File: src/rtl/seq_addsub.sv
// Multi-cycle adder/subtractor: CHUNK bits per clock, LSB first, through a registered carry.
// Optional build macro ADDSUB_SAT_EN clamps s on signed overflow at completion.
module seq_addsub #(
  parameter int WIDTH = 16,
  parameter int CHUNK = 4
) (
  input  logic             clk,
  input  logic             rst,
  input  logic             start_valid,
  output logic             start_ready,
  input  logic [WIDTH-1:0] a,
  input  logic [WIDTH-1:0] b,
  input  logic             sub,
  output logic             res_valid,
  input  logic             res_ready,
  output logic [WIDTH-1:0] s,
  output logic             carry_out,
  output logic             overflow,
  output logic             busy
);

  localparam int NCHUNK = WIDTH / CHUNK;
  localparam int IDXW   = (NCHUNK > 1) ? $clog2(NCHUNK) : 1;

  typedef enum logic [1:0] {IDLE, RUN, DONE} state_t;

  state_t            state;
  logic [WIDTH-1:0]  a_q;
  logic [WIDTH-1:0]  b_q;
  logic              carry_q;
  logic [IDXW-1:0]   idx;

  logic [31:0]       base;
  logic [WIDTH-1:0]  a_sh;
  logic [WIDTH-1:0]  b_sh;
  logic [CHUNK-1:0]  a_k;
  logic [CHUNK-1:0]  b_k;
  logic [CHUNK:0]    sum_k;
  logic [WIDTH-1:0]  chunk_mask;
  logic [WIDTH-1:0]  s_merged;
  logic              last;
  logic              ovf;

`ifdef ADDSUB_SAT_EN
  function automatic logic [WIDTH-1:0] sat_value(input logic neg);
    return neg ? {1'b1, {(WIDTH-1){1'b0}}} : {1'b0, {(WIDTH-1){1'b1}}};
  endfunction
`endif

  assign start_ready = (state == IDLE) && !rst;
  assign busy        = (state != IDLE);

  // Slice selection by shifting keeps the datapath legal when CHUNK == WIDTH.
  assign base       = 32'(idx) * 32'(CHUNK);
  assign a_sh       = a_q >> base;
  assign b_sh       = b_q >> base;
  assign a_k        = a_sh[CHUNK-1:0];
  assign b_k        = b_sh[CHUNK-1:0];
  assign sum_k      = {1'b0, a_k} + {1'b0, b_k} + {{CHUNK{1'b0}}, carry_q};
  assign chunk_mask = WIDTH'({CHUNK{1'b1}});
  assign s_merged   = (s & ~(chunk_mask << base)) | (WIDTH'(sum_k[CHUNK-1:0]) << base);
  assign last       = (idx == IDXW'(NCHUNK - 1));
  assign ovf        = (a_q[WIDTH-1] == b_q[WIDTH-1]) && (s_merged[WIDTH-1] != a_q[WIDTH-1]);

  always_ff @(posedge clk) begin
    if (rst) begin
      state     <= IDLE;
      s         <= '0;
      carry_out <= 1'b0;
      overflow  <= 1'b0;
      res_valid <= 1'b0;
      idx       <= '0;
      carry_q   <= 1'b0;
    end else begin
      case (state)
        IDLE: begin
          if (start_valid) begin
            a_q     <= a;
            b_q     <= b ^ {WIDTH{sub}};
            carry_q <= sub;
            idx     <= '0;
            state   <= RUN;
          end
        end
        RUN: begin
          s       <= s_merged;
          carry_q <= sum_k[CHUNK];
          idx     <= idx + 1'b1;
          if (last) begin
            carry_out <= sum_k[CHUNK];
            overflow  <= ovf;
            res_valid <= 1'b1;
            state     <= DONE;
`ifdef ADDSUB_SAT_EN
            if (ovf) s <= sat_value(a_q[WIDTH-1]);
`endif
          end
        end
        DONE: begin
          if (res_ready) begin
            res_valid <= 1'b0;
            state     <= IDLE;
          end
        end
        default: state <= IDLE;
      endcase
    end
  end

endmodule

File: config.mk
export PLATFORM = sky130hd
export DESIGN_NAME = seq_addsub
export DESIGN_NICKNAME = d
export VERILOG_FILES = /design/src/rtl/seq_addsub.sv
export SDC_FILE = /design/constraint.sdc
export NUM_CORES = 1
export LEC_CHECK = 0
export CAP_MARGIN = 20
export CORE_MARGIN = 8
export CORE_UTILIZATION = 44
export DETAILED_ROUTE_END_ITERATION = 10
export PLACE_DENSITY = 0.84
export SLEW_MARGIN = 25
export SYNTH_ARGS = -nofsm -noshare
export SYNTH_HDL_FRONTEND = slang
export SYNTH_SLANG_ARGS = --single-unit
File: constraint.sdc
create_clock -name clk -period 3 [get_ports clk]
set_input_delay 0.75 -clock clk [delete_from_list [all_inputs] [get_ports clk]]
set_output_delay 0.75 -clock clk [all_outputs]
set_load 0.02 [all_outputs]
==> results.sh <==
export IMPL_vdd_drop_max_mv=0.2497
export IMPL_grt_pass1_vias=1672
export IMPL_min_period_over_period_pct=89.94
export IMPL_synth_cell_types=35
export IMPL_grt_antenna_before_repair=0
export IMPL_drc=0
export IMPL_synth_edf_count=32
export IMPL_cts_clk_slew_worst_paths_ns=0.10
export IMPL_intPower_mw=1.241
export IMPL_rsz0062_at_grt="no"
export IMPL_syn_area_per_cell_um2=13.38
export IMPL_core_area_mm2=0.005439
export IMPL_min_path_type="register to register"
export IMPL_slew_headroom_pct=65.77
export IMPL_wl_per_cell_um=14.84
export IMPL_placed_cells=310
export IMPL_netlist_instances=183
export IMPL_worst_setup_path_end_kind="register"
export IMPL_vias_per_cell=5.119
export IMPL_drt_total_wl_mm=4.718
export IMPL_htreeDepth=2
export IMPL_p_per_area_mw_per_mm2=507.5
export IMPL_ys_ff_latch=56
export IMPL_numCtsBuffers=5
export IMPL_whs_ns=0.4611
export IMPL_skew_ns=0.01353
export IMPL_slew_violations=0
export IMPL_hold_buffers=0
export IMPL_dieArea_mm2=0.008208
export IMPL_gr_total_overflow=0
export IMPL_fp_row_count=27
export IMPL_ff2ff_path_depth=7
export IMPL_worst_pin_slew_ns=0.5134
export IMPL_vias=1628
export IMPL_maxCapViolCount=0
export IMPL_clockRootBuffer="clkbuf_8"
export IMPL_fp_dieW_um=90.60
export IMPL_place_congestion=0.7576
export IMPL_antennaDiodeCount=0
export IMPL_grt_max_degree=33
export IMPL_finalHoldViolCount=0
export IMPL_required_ns=3.20
export IMPL_seq_area_frac_synth_pct=58.87
export IMPL_syn_to_final_growth_pct=31.58
export IMPL_setup_violations=0
export IMPL_cts_resized=0
export IMPL_netSwitchingFraction_pct=24.08
export IMPL_yosysWarnings=0
export IMPL_cts_tree="done"
export IMPL_synthArstFlopShare_pct=0
export IMPL_clockBufferDepth=2
export IMPL_leakagePower_nw=1.120
export IMPL_p_sw_mw=0.3937
export IMPL_max_freq_mhz=370.6
export IMPL_die_h_um=90.60
export IMPL_hold_depth=2
export IMPL_initial_utilization_pct=45.02
export IMPL_cp_arrival_ns=2.90
export IMPL_finalSetupTns_ns=0
export IMPL_ys_flop_type="edfxtp_1"
export IMPL_critPathMaxFanout=4
export IMPL_seqPwrFrac_pct=53.0
export IMPL_grt_use_total_pct=11.79
export IMPL_post_cts_buffers=0
export IMPL_grt_first_pass_wirelength_mm=7.983
export IMPL_first_iter_violations=99
export IMPL_io_pins=58
export IMPL_pwr_share_comb_pct=17.0
export IMPL_syn_num_nets=229
export IMPL_hpwl_mm=3.628
export IMPL_worstSetupPathType="register to register"
export IMPL_power_share_clock_pct=30.0
export IMPL_drt_pass1_iter_count=4
export IMPL_final_nets=291
export IMPL_drive_above_1_share_pct=10.98
export IMPL_io_buffers=57
export IMPL_final_cells=318
export IMPL_start_kind="register"
export IMPL_status="finished clean"
export IMPL_fin_crit_ns=2.698
export IMPL_ant_nets=0
export IMPL_syn_area_mm2=0.002449
export IMPL_insertion_delay_ns=0.31
export IMPL_numClockSinks=56
==> per-layer routing <==
metal / GRT usage [%] / wire, um
met2: 19.12 / 2304
met1: 14.85 / 2128
met3: 3.658 / 255
met4: 2.913 / 29
met5: 0 / 0
==> synth_stat cells (2+ instances only) <==
cell type	number	share of area [%]
nor3_4	3	2.0
or3b_1	3	1.1
ha_1	7	3.6
edfxtp_1	32	39
or3_1	3	0.77
dfxtp_1	24	20
clkbuf_1	2	0.31
buf_2	5	1.0
o21bai_1	2	0.61
a211oi_1	3	0.92
fa_1	2	1.6
nor2_1	20	3.1
a22oi_1	13	4.0
nand2_1	12	1.8
a21oi_1	8	1.6
inv_1	2	0.31
xor2_1	17	6.1
mux4_2	8	7.4
==> flip-flops by register name (all words and copies together), names as in the netlist <==
| signal | cells |
|---|---|
| a_q | 16 |
| b_q | 16 |
| s | 16 |
| idx | 2 |
| state | 2 |
| carry_out | 1 |
| carry_q | 1 |
| overflow | 1 |
| res_valid | 1 |
==> per-stage QoR <==
step	setup WS (ns)	utilization (%)	instance area [um^2]	power (mW)
2_1_floorplan	0.1754	-	2449	1.042
3_3_place_gp	0.3451	57.19	3110	1.157
3_5_place_dp	0.3116	57.19	3110	1.163
4_1_cts	0.2876	59.24	3222	1.646
5_1_grt	0.1839	59.24	3222	1.702
6_report	0.3017	59.24	3222	1.635
==> cell usage in the layout, fill, tap and decap left out, types with 2 or more instances in the layout <==
master,synthesis,layout
xor2_1,17,17
mux4_2,8,8
ha_1,7,7
buf_4,0,6
nor3_4,3,3
clkdlybuf4s50_1,0,57
a211oi_1,3,3
a22oi_1,13,13
edfxtp_1,32,32
inv_1,2,2
fa_1,2,2
a21oi_1,8,8
or3_1,3,3
clkbuf_8,0,5
o21bai_1,2,2
nor2_1,20,20
or3b_1,3,3
dfxtp_1,24,24
nand2_1,12,12
==> logic make-up after synthesis <==
| kind of cell | synth area share (%) |
|---|---|
| AND/OR/NAND/NOR | 11.24 |
| buffers and inverters | 2.248 |
| XOR/XNOR | 6.081 |
| AO/OA/AOI/OAI | 8.585 |
| adder cells (fa/ha/maj) | 5.212 |
| flip-flops | 58.87 |
| multiplexers | 7.767 |
==> final timing paths <==
check / from / endpoint / slack, ns
setup reg to reg: idx[0]$_SDFFE_PP0P_ / carry_q$_SDFFE_PP0P_ / 0.30
hold / removal: s[15]$_SDFFE_PP0P_ / s[15]$_SDFFE_PP0P_ / 0.46
setup / recovery: idx[0]$_SDFFE_PP0P_ / carry_q$_SDFFE_PP0P_ / 0.30
hold reg to reg: s[15]$_SDFFE_PP0P_ / s[15]$_SDFFE_PP0P_ / 0.46
==> layout make-up <==
cell class | count | area (um^2)
fillers | 439 | 2217
inverters | 3 | 11.26
multi-input cells | 116 | 952.2
flip-flops and latches | 56 | 1441
clock inverters | 2 | 38.79
well taps | 72 | 90.09
clock buffers | 6 | 72.57
repair buffers | 63 | 615.6
==> power by group through the flow <==
stage | Sequential (mW) | Clock, mW | Combinational [mW]
after CTS | 0.867 | 0.499 | 0.280
final | 0.867 | 0.491 | 0.278
after detailed placement | 0.885 | 0 | 0.279
after global routing | 0.871 | 0.526 | 0.305
after floorplan | 0.892 | 0 | 0.150
after global placement | 0.883 | 0 | 0.274
==> critical path, stage by stage (launching register included) <==
cell and delay, ns:
dfxtp_1 0.46, mux4_2 0.57, fa_1 0.45, fa_1 0.42, a21o_1 0.18, a211oi_1 0.29, or3_1 0.16, a21oi_1 0.06
Note: power is estimated with default switching activity, not from simulation.
